[config.mk]
export PLATFORM = sky130hd
export DESIGN_NAME = seg_scan_ctrl
export DESIGN_NICKNAME = d
export VERILOG_FILES = /design/src/rtl/seg_pkg.sv /design/src/rtl/seg_digit_buf.sv /design/src/rtl/seg_scan_ctrl.sv
export SDC_FILE = /design/constraint.sdc
export NUM_CORES = 1
export LEC_CHECK = 0
export ABC_CLOCK_PERIOD_IN_PS = 2400
export CAP_MARGIN = 10
export CORE_ASPECT_RATIO = 1.75
export CORE_UTILIZATION = 50
export CTS_CLUSTER_DIAMETER = 50
export CTS_CLUSTER_SIZE = 40
export DETAILED_ROUTE_END_ITERATION = 7
export GPL_TIMING_DRIVEN = 0
export HOLD_SLACK_MARGIN = 0.15
export PLACE_DENSITY_LB_ADDON = 0.3
export SETUP_SLACK_MARGIN = 0.1
export SKIP_CTS_REPAIR_TIMING = 1
export SLEW_MARGIN = 20
export SYNTH_ARGS = -nofsm -noshare
export SYNTH_HDL_FRONTEND = slang
export SYNTH_HIERARCHICAL = 1
export SYNTH_SLANG_ARGS = --single-unit
[constraint.sdc]
create_clock -name clk -period 2.4 [get_ports clk]
set_input_delay 0.48 -clock clk [delete_from_list [all_inputs] [get_ports clk]]
set_output_delay 0.48 -clock clk [all_outputs]
set_load 0.1 [all_outputs]
[src/rtl/seg_pkg.sv]
// Shared types and constants for the multiplexed seven-segment scan controller.
package seg_pkg;

   localparam logic [7:0] SEG_BLANK = 8'hFF;

   typedef enum logic [1:0] {
      GAP,
      DRIVE,
      COMMIT
   } seg_state_e;

   typedef struct packed {
      logic [3:0] val;
      logic       on;
      logic       dp;
   } digit_cfg_t;

   function automatic int max2(input int a, input int b);
      return (a > b) ? a : b;
   endfunction

endpackage

[src/rtl/seg_digit_buf.sv]
// Per-digit shadow/active register file: writes land in the shadow copy,
// and the whole shadow is copied to the active copy on a commit strobe.
module seg_digit_buf
   import seg_pkg::*;
#(
   parameter int NUM_DIGITS = 8,
   parameter int IDX_W      = 3
) (
   input  logic             clk,
   input  logic             rst,
   input  logic             wr_en,
   input  logic [IDX_W-1:0] wr_idx,
   input  digit_cfg_t       wr_cfg,
   input  logic             commit,
   input  logic [IDX_W-1:0] rd_idx,
   output digit_cfg_t       rd_cfg
);

   digit_cfg_t shadow_q [NUM_DIGITS];
   digit_cfg_t shadow_d [NUM_DIGITS];
   digit_cfg_t active_q [NUM_DIGITS];
   digit_cfg_t active_d [NUM_DIGITS];

   always_comb begin
      shadow_d = shadow_q;
      active_d = active_q;
      // Out-of-range indices complete the handshake but are discarded here.
      if (wr_en && (32'(wr_idx) < 32'(NUM_DIGITS))) begin
         shadow_d[wr_idx] = wr_cfg;
      end
      if (commit) begin
         active_d = shadow_q;
      end
   end

   always_ff @(posedge clk) begin
      if (rst) begin
         shadow_q <= '{default: '0};
         active_q <= '{default: '0};
      end else begin
         shadow_q <= shadow_d;
         active_q <= active_d;
      end
   end

   assign rd_cfg = active_q[rd_idx];

endmodule

[src/rtl/seg_scan_ctrl.sv]
// Scans NUM_DIGITS common-anode digits through one shared hex decoder,
// with a blanking gap between digits and frame-aligned buffer commits.
module seg_scan_ctrl
   import seg_pkg::*;
#(
   parameter  int NUM_DIGITS = 8,
   parameter  int SCAN_DIV   = 1000,
   parameter  int GAP_CYCLES = 4,
   localparam int IDX_W      = $clog2(NUM_DIGITS)
) (
   input  logic                  clk,
   input  logic                  rst,
   input  logic                  wr_valid,
   output logic                  wr_ready,
   input  logic [IDX_W-1:0]      wr_idx,
   input  logic [3:0]            wr_val,
   input  logic                  wr_on,
   input  logic                  wr_dp,
   output logic [3:0]            dec_b,
   input  logic [7:0]            dec_h,
   output logic [7:0]            seg_n,
   output logic [NUM_DIGITS-1:0] dig_n,
   output logic                  frame_tick
);

   localparam int                CNT_W     = $clog2(max2(SCAN_DIV, GAP_CYCLES));
   localparam logic [CNT_W-1:0]  SCAN_LAST = CNT_W'(SCAN_DIV - 1);
   localparam logic [CNT_W-1:0]  GAP_LAST  = CNT_W'(GAP_CYCLES - 1);
   localparam logic [IDX_W-1:0]  PTR_LAST  = IDX_W'(NUM_DIGITS - 1);

   seg_state_e            state_q, state_d;
   logic [CNT_W-1:0]      cnt_q, cnt_d;
   logic [IDX_W-1:0]      ptr_q, ptr_d;
   logic [7:0]            seg_q, seg_d;
   logic [NUM_DIGITS-1:0] dig_q, dig_d;
   logic                  tick;
   logic                  commit;
   digit_cfg_t            rd_cfg;
   digit_cfg_t            wr_cfg;
   logic                  dec_dp_unused;

   assign dec_dp_unused = dec_h[0];

   always_comb begin
      state_d = state_q;
      cnt_d   = cnt_q + 1'b1;
      ptr_d   = ptr_q;
      tick    = 1'b0;
      commit  = 1'b0;
      unique case (state_q)
         GAP: begin
            if (cnt_q == GAP_LAST) begin
               state_d = DRIVE;
               cnt_d   = '0;
            end
         end
         DRIVE: begin
            if (cnt_q == SCAN_LAST) begin
               cnt_d = '0;
               if (ptr_q == PTR_LAST) begin
                  ptr_d   = '0;
                  tick    = 1'b1;
                  state_d = COMMIT;
               end else begin
                  ptr_d   = ptr_q + 1'b1;
                  state_d = GAP;
               end
            end
         end
         COMMIT: begin
            commit  = 1'b1;
            state_d = GAP;
            cnt_d   = '0;
         end
         default: begin
            state_d = GAP;
            cnt_d   = '0;
         end
      endcase
   end

   // Decoder bit0 carries no useful dp, so the controller's own dp replaces it.
   always_comb begin
      seg_d = SEG_BLANK;
      dig_d = '1;
      if (state_q == DRIVE) begin
         dig_d[ptr_q] = 1'b0;
         if (rd_cfg.on) begin
            seg_d = {dec_h[7:1], ~rd_cfg.dp};
         end
      end
   end

   always_ff @(posedge clk) begin
      if (rst) begin
         state_q <= GAP;
         cnt_q   <= '0;
         ptr_q   <= '0;
         seg_q   <= SEG_BLANK;
         dig_q   <= '1;
      end else begin
         state_q <= state_d;
         cnt_q   <= cnt_d;
         ptr_q   <= ptr_d;
         seg_q   <= seg_d;
         dig_q   <= dig_d;
      end
   end

   assign wr_ready   = ~rst && (state_q != COMMIT);
   assign frame_tick = ~rst && tick;
   assign wr_cfg     = '{val: wr_val, on: wr_on, dp: wr_dp};

   seg_digit_buf #(
      .NUM_DIGITS(NUM_DIGITS),
      .IDX_W     (IDX_W)
   ) u_buf (
      .clk   (clk),
      .rst   (rst),
      .wr_en (wr_valid & wr_ready),
      .wr_idx(wr_idx),
      .wr_cfg(wr_cfg),
      .commit(commit),
      .rd_idx(ptr_q),
      .rd_cfg(rd_cfg)
   );

   assign dec_b = rd_cfg.val;
   assign seg_n = seg_q;
   assign dig_n = dig_q;

endmodule

==> results of run 1 <==
-- cells by family after synthesis --
family	count (synthesis)
AND/OR/NAND/NOR	166
flip-flops	127
multiplexers	114
buffers and inverters	38
AO/OA/AOI/OAI	19
XOR/XNOR	3
adder cells (fa/ha/maj)	3
-- Yosys cell counts (5+ instances only) --
cell / count / area share, %
sky130_fd_sc_hd__dfxtp_1: 127 / 50
sky130_fd_sc_hd__nor2_1: 100 / 7.3
sky130_fd_sc_hd__mux2i_1: 96 / 19
sky130_fd_sc_hd__clkbuf_1: 19 / 1.4
sky130_fd_sc_hd__nand2_1: 12 / 0.88
sky130_fd_sc_hd__mux4_1: 10 / 5.1
sky130_fd_sc_hd__buf_2: 9 / 0.88
sky130_fd_sc_hd__nand2b_1: 7 / 0.85
sky130_fd_sc_hd__mux2_2: 6 / 1.3
sky130_fd_sc_hd__nor3_1: 6 / 0.59
sky130_fd_sc_hd__o31ai_1: 6 / 0.88
sky130_fd_sc_hd__a211oi_1: 5 / 0.73
sky130_fd_sc_hd__nand3_1: 5 / 0.49
-- per-layer routing --
layer  global-route usage, %  share of wire, %  vias to the layer above
met2                   44.01                55                      104
met1                   22.30                38                     1769
met5                       0                 0                        -
met4                   11.63               3.5                        0
met3                   6.107               4.2                       33
li1                        -                 -                     1777
-- layout make-up --
type | count | area (um^2) | area share [%]
Tap cell | 125 | 156.4 | 2.424
Buffer | 37 | 210.2 | 3.258
Clock buffer | 23 | 478.0 | 7.409
Timing Repair Buffer | 45 | 516.7 | 8.010
Clock inverter | 7 | 110.1 | 1.707
Multi-Input combinational cell | 305 | 2424 | 37.57
Sequential cell | 127 | 2552 | 39.57
Inverter | 1 | 3.754 | 0.05818
-- path summary, 6_finish.rpt --
kind / endpoint / slack [ns] / depth (start not counted)
max: dec_b[0] / -0.05 / 4
min: u_buf/active_q[32]$_SDFFE_PP0P_ / 0.49 / 2
max reg2reg: u_buf/shadow_q[12]$_SDFFE_PP0P_ / 0.30 / 8
min reg2reg: u_buf/active_q[32]$_SDFFE_PP0P_ / 0.49 / 2
-- worst reg2reg max path: cells and delay by family, from the launching register on --
family,cells,cell delay [ns]
muxes,1,0.35
buffers and inverters,2,0.37
and+or+nand+nor,5,0.94
DFF,1,0.32
-- cells in the final DEF, fill, tap and decap left out, drive strengths merged, types with 5 or more instances in the layout --
| cell type | netlist | routed |
|---|---|---|
| a211oi | 5 | 5 |
| buf | 17 | 36 |
| clkbuf | 20 | 44 |
| clkdlybuf4s50 | 0 | 9 |
| dfxtp | 127 | 127 |
| dlymetal6s2s | 0 | 16 |
| mux2 | 6 | 6 |
| mux2i | 96 | 96 |
| mux4 | 12 | 12 |
| nand2 | 12 | 12 |
| nand2b | 7 | 7 |
| nand3 | 5 | 5 |
| nand4 | 5 | 5 |
| nor2 | 100 | 100 |
| nor3 | 6 | 6 |
| o31ai | 7 | 7 |
-- through the flow --
stage	TNS, ns	area [um^2]
floorplan	0	5134
global placement	-16.24	5600
detailed placement	-19.08	5600
CTS	-6.942	6188
global route	-0.2665	6451
finish	-0.07796	6451
-- state kept, by name (all words and copies together) (netlist names) --
signal,count
cnt_q,10
u_buf/active_q,48
state_q,2
dig_n,8
seg_n,8
u_buf/shadow_q,48
ptr_q,3
-- power breakdown --
group	internal [mW]	leakage (nW)	switching, mW
combinational	0.0813	1.17	0.119
clock	1.69	0.293	0.864
sequential	2.13	1.03	0.0121
==> results.ini, run 1 <==
[timing]
timing.final.hold_violations = 0
total_count_of_max_transition_violations_in_the_final_report = 0
final_min_period_over_clock_period_pct = 101.9
whs_ns = 0.4852
timing.final.setup_violations = 3
worst_clock_skew_ns = 0.007131
worstMarginPinSlew_ns = 0.9660
maxClockFrequency_mhz = 409.0
layout_min_cycle_time_ns = 2.445
postLayoutSetupSlackWorst_ns = -0.04525
rsz0062_at_grt = yes
slew_margin_rel_pct = 35.50

[power]
p_per_area_nw_per_um2 = 759.5
power_total_mw = 4.900
vdd_ir_drop_max_mv = 0.8885
leakagePower_nw = 2.488

[routing]
drc = 0
drt-vias-per-instance = 5.497
first_drt_pass_iteration_count = 4
routed_wl_um = 11820
drt-initial-drc-count = 131
final_antenna_net_count = 0
avgRoutedWirePerCell_um = 17.64
routed-via-count = 3683

[clock_tree]
htreeDepth = 4
clk_pin_slew_ns = 0.06
cts_root_buf = sky130_fd_sc_hd__clkbuf_16
cts-buffers-inserted = 17
clockBufferDepth = 2
cts_tree = done
worstSkewPairLatency_ns = 0.41
cts_sink_count = 127

[cells_and_area]
drive_gt1_share_pct = 17.98
final_nets = 557
antenna_diode_count = 0
fin_util_pct = 65.10
area_growth_pct = 25.91
fillerInstances = 774
layoutNonFillerInstCount = 670

[min_path]
hold_start = u_buf/active_q[32]$_SDFFE_PP0P_
hold_path.class = reg2reg

[synthesis]
postSynthCellCount = 470
mappedNetlistArea_um2 = 5124
largest_family_of_logic_cells_by_synthesized_area = multiplexers
synth.mux.area_fraction_pct = 26.08
ys_seq_area_share_pct = 49.62
syn-mean-instance-area_um2 = 10.90
synth.yosys.warnings = 6
yosys_register_bits = 127
synth_async_sr_flop_share_pct = 0
synth_enable_flop_cells = 0
synth_fa_ha_area_share_pct = 0.7326
synthSimpleGateAreaFrac_pct = 16.43
synth-compound-area-share_pct = 2.857
synth_ff_type = sky130_fd_sc_hd__dfxtp_1
synth_cell_types = 46
synth_xor_xnor_area_share_pct = 0.5128
synth_fp_nets = 493

[place]
dpl.hpwl_um = 7884
routabilityCongestion = 0.7766
place_ws_ns = -0.9915
place.port_buffers = 31
placed_cells_incl_taps = 626

[floorplan]
core_area_um2 = 9910
starting_density_pct = 51.70
placementRows = 48
die-height_um = 135.9
die_area_um2 = 10670
boundary_pins = 42
dieWidth_um = 78.52

[run_status]
outcome = complete, but fails checks
failed_checks = setup timing

[critical_path]
timing.critical_path.to_type = output pin
cp.buffers_inverters = 2
criticalPathCategory = reg2out
crit_start = ptr_q[0]$_SDFFE_PP0P_
crit_fanout = 7
cp_data_arrival_time_ns = 1.97
critical_path.top_delay_family = multiplexers
critical_path.startpoint_type = flop
critical_path_required_ns = 1.92
worstReg2RegStart = state_q[0]$_SDFFE_PP0P_
crit_slowest_cell = sky130_fd_sc_hd__mux4_1
crit_chain = buf_12 > mux4_1 > mux2_2 > buf_6
critPathMaxStageDelay_ns = 0.53

[global_route]
first_global_vias = 3687
track_usage_pct = 23.14
grt_first_pass_wirelength_um = 18150
grt_overflow = 0
largest_net_degree_at_the_start_of_global_routing = 17
initial_antenna_violation_count = 0

[run]
max_cap_violations = 0

Power figures use the tool's default switching activity.
==> inputs of run 2 (changes only) <==
Settings changed: SKIP_CTS_REPAIR_TIMING 1 to unset, SYNTH_HIERARCHICAL 1 to unset.
==> run 2 against run 1 <==
Against the previous run: the flow still finishes with violations (setup timing); sequential power increased by 2%; via count up 9.7%; routed wire length up 3.7%; critical endpoint is now frame_tick; global-route usage increased by 1.1 points; final area is 0.37% higher; worst setup slack better by 0.0098 ns; maximum frequency up 0.40%; largest power group unchanged.
==> results.ini, run 2 <==
[cells_and_area]
fin_util_pct = 65.74  ; was 65.10%
largestRegisters = u_buf.active_q: 48 flops, u_buf.shadow_q: 48 flops, cnt_q: 10 flops  ; was u_buf/active_q: 48 flops, u_buf/shadow_q: 48 flops, cnt_q: 10 flops
antenna_diode_count = 0  ; unchanged
layout_common_cells = sky130_fd_sc_hd__dfxtp_1, sky130_fd_sc_hd__nand2_1, sky130_fd_sc_hd__nor2_1  ; was sky130_fd_sc_hd__dfxtp_1, sky130_fd_sc_hd__nor2_1, sky130_fd_sc_hd__mux2i_1
fin_area_um2 = 6475  ; was 6451 um^2
final_nets = 628  ; was 557
drive_gt1_share_pct = 18.31  ; was 17.98%
area_growth_pct = 27.84  ; was 25.91%
layoutNonFillerInstCount = 742  ; was 670
layout.cells.most_common = sky130_fd_sc_hd__dfxtp_1  ; unchanged

[min_path]
hold_path.class = reg2reg  ; unchanged

[routing]
first_drt_pass_iteration_count = 5  ; was 4
drt-vias-per-instance = 5.445  ; was 5.497
routed_wl_um = 12250  ; was 11820 um
routed-via-count = 4040  ; was 3683
drt-initial-drc-count = 278  ; was 131
avgRoutedWirePerCell_um = 16.51  ; was 17.64 um
final_antenna_net_count = 0  ; unchanged
drc = 0  ; unchanged

[power]
seq_power_share_pct = 42.4  ; was 43.7%
netSwitchingPower_mw = 1.083  ; was 995.0 uW
power_total_mw = 5.160  ; was 4.900 mW
leakagePower_nw = 2.424  ; was 2.488 nW
vdd_ir_drop_max_mv = 0.6511  ; was 0.8885 mV
clock_group_share_of_total_power_pct = 51.6  ; was 52.2%
power.share.combinational_pct = 6.0  ; was 4.1%
p_sw_share_pct = 20.99  ; was 20.31%
p_per_area_nw_per_um2 = 796.9  ; was 759.5 nW/um^2
cell_internal_pwr_mw = 4.077  ; was 3.905 mW

[critical_path]
crit_fanout = 2  ; was 7
critical_path_required_ns = 1.92  ; about the same
crit_slowest_cell = sky130_fd_sc_hd__or3b_4  ; was sky130_fd_sc_hd__mux4_1
critical_path.startpoint_type = flop  ; unchanged
cp.buffers_inverters = 1  ; was 2
crit_chain = ha_4 > or3b_4 > or3_4 > nor2_4 > buf_12  ; was buf_12 > mux4_1 > mux2_2 > buf_6
critPathMaxStageDelay_ns = 0.37  ; was 0.53 ns
criticalPathCategory = reg2out  ; unchanged
timing.critical_path.to_type = output pin  ; unchanged
critical_path.top_delay_family = simple AND/OR/NAND/NOR gates  ; was multiplexers
cp_data_arrival_time_ns = 1.96  ; was 1.97 ns

[timing]
postLayoutSetupSlackWorst_ns = -0.03550  ; was -0.04525 ns
slew_margin_rel_pct = 35.95  ; was 35.50%
rsz0062_at_grt = yes  ; unchanged
final_min_period_over_clock_period_pct = 101.5  ; was 101.9%
layout_min_cycle_time_ns = 2.435  ; was 2.445 ns
worstMarginPinSlew_ns = 0.9646  ; was 0.9660 ns
timing.final.setup_violations = 1  ; was 3
total_count_of_max_transition_violations_in_the_final_report = 0  ; unchanged
worst_clock_skew_ns = 0.004998  ; was 0.007131 ns
maxClockFrequency_mhz = 410.6  ; was 409.0 MHz
timing.final.hold_violations = 0  ; unchanged

[clock_tree]
cts_sink_count = 127  ; unchanged
worstSkewPairLatency_ns = 0.41  ; about the same
cts_tree = done  ; unchanged
clk_pin_slew_ns = 0.05  ; was 0.06 ns
htreeDepth = 4  ; unchanged
clockBufferDepth = 2  ; unchanged
cts_root_buf = sky130_fd_sc_hd__clkbuf_16  ; unchanged
hold_buffers = 0
cts-buffers-inserted = 17  ; unchanged

[global_route]
first_global_vias = 3896  ; was 3687
grt_overflow = 0  ; unchanged
initial_antenna_violation_count = 0  ; unchanged
grt_first_pass_wirelength_um = 19080  ; was 18150 um
largest_net_degree_at_the_start_of_global_routing = 20  ; was 17
track_usage_pct = 24.20  ; was 23.14%

[place]
place.port_buffers = 32  ; was 31
dpl_cell_area_um2 = 5562  ; was 5600 um^2
routabilityCongestion = 0.7982  ; was 0.7766
dpl.hpwl_um = 8558  ; was 7884 um
placed_cells_incl_taps = 693  ; was 626

[synthesis]
synth_top_area_share_pct = 50.20  ; was 49.62%
synth_fp_nets = 559  ; was 493
synth_enable_flop_cells = 0  ; unchanged
synth.yosys.warnings = 0  ; was 6
synth_ff_type = sky130_fd_sc_hd__dfxtp_1  ; unchanged
synth_async_sr_flop_share_pct = 0  ; unchanged
yosys_register_bits = 127  ; unchanged
synthDominantAreaCellType = sky130_fd_sc_hd__dfxtp_1  ; unchanged
yosysMostFrequentCell = sky130_fd_sc_hd__dfxtp_1  ; unchanged
ys_seq_area_share_pct = 50.20  ; was 49.62%
postSynthCellCount = 536  ; was 470
syn-mean-instance-area_um2 = 9.449  ; was 10.90 um^2
synth_cell_types = 43  ; was 46
synth.top_cells.by_area = sky130_fd_sc_hd__dfxtp_1, sky130_fd_sc_hd__mux2i_1, sky130_fd_sc_hd__nand2_1, sky130_fd_sc_hd__a21oi_1, sky130_fd_sc_hd__nor2_1  ; was sky130_fd_sc_hd__dfxtp_1, sky130_fd_sc_hd__mux2i_1, sky130_fd_sc_hd__nor2_1, sky130_fd_sc_hd__mux4_1, sky130_fd_sc_hd__clkbuf_1
synth_commonest_cells = sky130_fd_sc_hd__dfxtp_1, sky130_fd_sc_hd__nand2_1, sky130_fd_sc_hd__nor2_1  ; was sky130_fd_sc_hd__dfxtp_1, sky130_fd_sc_hd__nor2_1, sky130_fd_sc_hd__mux2i_1
mappedNetlistArea_um2 = 5065  ; was 5124 um^2

[run_status]
outcome = complete, but fails checks  ; unchanged
failed_checks = setup timing  ; unchanged

[floorplan]
core_area_um2 = 9849  ; was 9910 um^2
die-height_um = 135.1  ; was 135.9 um
boundary_pins = 42  ; unchanged
die_area_um2 = 10550  ; was 10670 um^2
starting_density_pct = 51.42  ; was 51.70%
placementRows = 48  ; unchanged
dieWidth_um = 78.08  ; was 78.52 um

[run]
max_cap_violations = 0  ; unchanged

[run 2: kinds of logic after synthesis]
kind of cell / count (synthesis) / synth area share [%]
and+or+nand+nor: 233 / 22.88
xor gates and xnor gates: 8 / 1.383
adders and majority gates: 3 / 0.7412
buffers and inverters: 39 / 3.261
AOI/OAI and AO/OA: 61 / 7.090
DFF: 127 / 50.20
muxes: 65 / 14.45
[run 2: power by group through the flow]
stage	logic [mW]	clock network (mW)	registers, mW
after floorplan	0.180	0	2.22
after global placement	0.256	0	2.22
after detailed placement	0.263	0	2.22
after CTS	0.286	2.68	2.17
after global routing	0.335	2.77	2.19
final	0.310	2.66	2.19
[run 2: cell type report]
| class | count | area [um^2] |
|---|---|---|
| Clock buffer | 26 | 519.2 |
| Clock inverter | 5 | 100.1 |
| Buffer | 36 | 207.7 |
| Timing Repair Buffer | 52 | 516.7 |
| Inverter | 1 | 3.754 |
| Multi-Input combinational cell | 370 | 2415 |
| Sequential cell | 127 | 2556 |
| Tap cell | 125 | 156.4 |
| Fill cell | 806 | 3374 |
[run 2: metal layers]
| layer | track usage (%) | share of wire, % | up-vias |
|---|---|---|---|
| li1 | - | - | 1962 |
| met1 | 25.82 | 39 | 1927 |
| met2 | 43.18 | 53 | 120 |
| met3 | 6.061 | 4.3 | 31 |
| met4 | 12.96 | 3.5 | 0 |
| met5 | 0 | 0 | - |
[run 2: worst register-to-register path, cell delays in order (launching register included)]
cell and delay [ns]:
sky130_fd_sc_hd__dfxtp_2 0.35, sky130_fd_sc_hd__ha_4 0.14, sky130_fd_sc_hd__or3b_4 0.37, sky130_fd_sc_hd__or3_4 0.37, sky130_fd_sc_hd__buf_4 0.15, sky130_fd_sc_hd__buf_4 0.15
sky130_fd_sc_hd__a2bb2oi_4 0.26, sky130_fd_sc_hd__nor2_1 0.09
[run 2: path summary, 6_finish.rpt]
kind,startpoint,endpoint,slack [ns],cells after the start
min reg2reg,u_buf.active_q[37]$_SDFFE_PP0P_,u_buf.active_q[37]$_SDFFE_PP0P_,0.45,2
max reg2reg,cnt_q[0]$_SDFF_PP0_,cnt_q[4]$_SDFF_PP0_,0.42,7
min,u_buf.active_q[37]$_SDFFE_PP0P_,u_buf.active_q[37]$_SDFFE_PP0P_,0.45,2
max,cnt_q[0]$_SDFF_PP0_,frame_tick,-0.04,5
[run 2: repair_timing]
item / CTS / global route
setup endpoints to repair: 22 / 5
buffers inserted: 13 / 6
pin swaps: 4 / 3
cloned: 0 / 1
gates resized for setup: 90 / 11
[run 2: through the flow]
step	TNS, ns	worst slack (ns)	hold slack (ns)
3_5_place_dp	-4.394	-0.9888	0.4444
6_report	-0.03550	-0.03550	0.4539
5_1_grt	-0.1103	-0.07869	0.4737
4_1_cts	-0.08574	-0.08574	0.4517
3_3_place_gp	-4.158	-0.9596	0.4399
2_1_floorplan	0	0.1059	0.4264
==> inputs of run 3 (changes only) <==
Settings changed: ABC_CLOCK_PERIOD_IN_PS 2400 to 3100.
Clock period 2.4 ns to 3.1 ns, I/O delays scaled along.
==> run 3 against run 2 <==
Against the previous run: the flow now finishes without violations; clock power down 31%; worst setup slack improved by 0.22 ns; cell count fell by 2.6%; critical path depth is the same; sequential cell count unchanged; routed wire length shrank 4.2%; first-iteration DRC count decreased by 12%; clock skew rose by 0.0020 ns; non-clock buffer count shrank 19; register-to-register slack improved by 0.74 ns; final area fell by 6.1%; critical path type unchanged.
==> results.ini, run 3 (synthesized netlist as in run 2, its figures left out) <==
[floorplan]
die_area_um2 = 10550  ; unchanged
starting_density_pct = 51.42  ; unchanged
boundary_pins = 42  ; unchanged
core_area_um2 = 9849  ; unchanged
die-height_um = 135.1  ; unchanged
placementRows = 48  ; unchanged
dieWidth_um = 78.08  ; unchanged

[clock_tree]
clk_pin_slew_ns = 0.05  ; about the same
htreeDepth = 4  ; unchanged
hold_buffers = 0  ; unchanged
worstSkewPairLatency_ns = 0.41  ; about the same
cts_root_buf = sky130_fd_sc_hd__clkbuf_16  ; unchanged
clockBufferDepth = 2  ; unchanged
cts_sink_count = 127  ; unchanged
cts_tree = done  ; unchanged
cts-buffers-inserted = 17  ; unchanged

[routing]
routed_wl_um = 11740  ; was 12250 um
met2_length_um = 6323  ; was 6506 um
final_antenna_net_count = 0  ; unchanged
first_drt_pass_iteration_count = 4  ; was 5
dr.max_layer_used = met4  ; unchanged
routed-via-count = 3908  ; was 4040
avgRoutedWirePerCell_um = 16.23  ; was 16.51 um
drc = 0  ; unchanged
wl_met1_um = 4670  ; was 4781 um
detailroute.wirelength.met3_um = 535  ; was 533 um
drt-initial-drc-count = 244  ; was 278
drt-vias-per-instance = 5.405  ; was 5.445

[critical_path]
crit_chain = clkbuf_4 > buf_2 > mux4_2 > mux2_2 > buf_2  ; was ha_4 > or3b_4 > or3_4 > nor2_4 > buf_12
worstReg2RegStart = state_q[1]$_SDFFE_PP0P_  ; was cnt_q[0]$_SDFF_PP0_
critical_path.top_delay_family = buffers and inverters  ; was simple AND/OR/NAND/NOR gates
crit_start = ptr_q[1]$_SDFFE_PP0P_  ; was cnt_q[0]$_SDFF_PP0_
timing.critical_path.to_type = output pin  ; unchanged
crit_fanout = 10  ; was 2
crit_slowest_cell = sky130_fd_sc_hd__dfxtp_1  ; was sky130_fd_sc_hd__or3b_4
cp_data_arrival_time_ns = 2.30  ; was 1.96 ns
critical_path_required_ns = 2.48  ; was 1.92 ns
critPathMaxStageDelay_ns = 0.42  ; was 0.37 ns
cpMostUsedCell = sky130_fd_sc_hd__buf_2
cp.buffers_inverters = 3  ; was 1
criticalPathCategory = reg2out  ; unchanged
critical_path.startpoint_type = flop  ; unchanged

[cells_and_area]
final_nets = 609  ; was 628
area_growth_pct = 20.01  ; was 27.84%
antenna_diode_count = 0  ; unchanged
layout.cells.most_common = sky130_fd_sc_hd__dfxtp_1  ; unchanged
largestRegisters = u_buf.active_q: 48 flops, u_buf.shadow_q: 48 flops, cnt_q: 10 flops  ; unchanged
drive_gt1_share_pct = 13.21  ; was 18.31%
layout_common_cells = sky130_fd_sc_hd__dfxtp_1, sky130_fd_sc_hd__nand2_1, sky130_fd_sc_hd__nor2_1  ; unchanged

[min_path]
hold_path.class = reg2reg  ; unchanged
hold_start = u_buf.active_q[5]$_SDFFE_PP0P_  ; was u_buf.active_q[37]$_SDFFE_PP0P_

[place]
routabilityCongestion = 0.8316  ; was 0.7982
place_ws_ns = -0.5256  ; was -0.9888 ns
dpl.hpwl_um = 8576  ; was 8558 um
place.port_buffers = 32  ; unchanged

[run_status]
outcome = completed  ; was complete, but fails checks

[timing]
final_min_period_over_clock_period_pct = 94.15
maxClockFrequency_mhz = 342.6
rsz0062_at_grt = no  ; was yes
total_count_of_max_transition_violations_in_the_final_report = 0  ; unchanged
worstMarginPinSlew_ns = 0.9713  ; was 0.9646 ns
slew_margin_rel_pct = 35.04  ; was 35.95%
timing.final.setup_violations = 0  ; was 1
layout_min_cycle_time_ns = 2.919
timing.final.hold_violations = 0  ; unchanged
whs_ns = 0.4565  ; was 0.4539 ns
postLayoutSetupSlackWorst_ns = 0.1813  ; was -0.03550 ns
worst_clock_skew_ns = 0.006975  ; was 0.004998 ns

[global_route]
grt_overflow = 0  ; unchanged
track_usage_pct = 23.77  ; was 24.20%
largest_net_degree_at_the_start_of_global_routing = 20  ; unchanged
grt_first_pass_wirelength_um = 18840  ; was 19080 um
initial_antenna_violation_count = 0  ; unchanged
first_global_vias = 4003  ; was 3896

[power]
p_per_area_nw_per_um2 = 613.9  ; was 796.9 nW/um^2
vdd_ir_drop_max_mv = 0.4263  ; was 0.6511 mV
leakagePower_nw = 2.280  ; was 2.424 nW
power_total_mw = 3.731  ; was 5.160 mW

[run]
max_cap_violations = 0  ; unchanged

==> run 3: cell count changes in the layout (fill, tap and decap cells not counted), moves of 5 or more <==
cell / previous run / this run
sky130_fd_sc_hd__buf_2: 6 / 12
sky130_fd_sc_hd__dfxtp_1: 122 / 127
sky130_fd_sc_hd__dlygate4sd2_1: 16 / 0
sky130_fd_sc_hd__buf_4: 20 / 3
sky130_fd_sc_hd__buf_12: 6 / 0
sky130_fd_sc_hd__clkdlybuf4s50_1: 10 / 26
==> run 3: final cells by class <==
type                       count  area [um^2]
buffer                        37        161.4
sequential                   127         2542
tap                          125        156.4
clock inverter                 6        57.56
fill                         836         3771
inverter                       1        3.754
multi-input combinational    370         2362
clock buffer                  25        495.5
timing repair buffer          32        299.0
==> run 3: metal layers <==
layer / vias up / GRT usage [%]
li1: 1917 / -
met1: 1860 / 25.15
met2: 114 / 43.42
met3: 17 / 5.185
met4: 0 / 12.24
met5: - / 0
==> run 3: through the flow <==
step                instance area [um^2]  TNS, ns  instances  utilization, %
CTS                                 6091        0        723           61.84
finish                              6078        0        723           61.71
global placement                    5547   -1.159        693           56.31
global route                        6078        0        723           61.71
floorplan                           5070        0        536               -
detailed placement                  5547   -1.275        693           56.31
==> run 3: worst paths after layout <==
| kind | to | slack [ns] | cells after the start |
|---|---|---|---|
| max | dec_b[2] | 0.18 | 5 |
| min | u_buf.active_q[5]$_SDFFE_PP0P_ | 0.46 | 2 |
| max reg2reg | seg_n[0]$_SDFF_PP1_ | 1.16 | 4 |
| min reg2reg | u_buf.active_q[5]$_SDFFE_PP0P_ | 0.46 | 2 |
==> run 3: what timing repair did <==
| item | CTS | global route |
|---|---|---|
| gates resized for setup | 23 | 6 |
| setup endpoints to repair | 6 | 5 |
| setup buffers | 0 | 0 |
| endpoints found under the hold margin | 0 | 0 |
==> run 3: worst register-to-register path: cells and delay by family, from the launching register on <==
family,cells,cell delay [ns]
compound gates,1,0.25
flops,1,0.33
simple gates,3,1.25
==> run 3: report_power, final <==
| group | internal [mW] | switching [mW] | total, mW |
|---|---|---|---|
| combinational | 0.0787 | 0.123 | 0.202 |
| sequential | 1.66 | 0.0241 | 1.69 |
| clock | 1.18 | 0.668 | 1.84 |
| total | 2.92 | 0.815 | 3.73 |
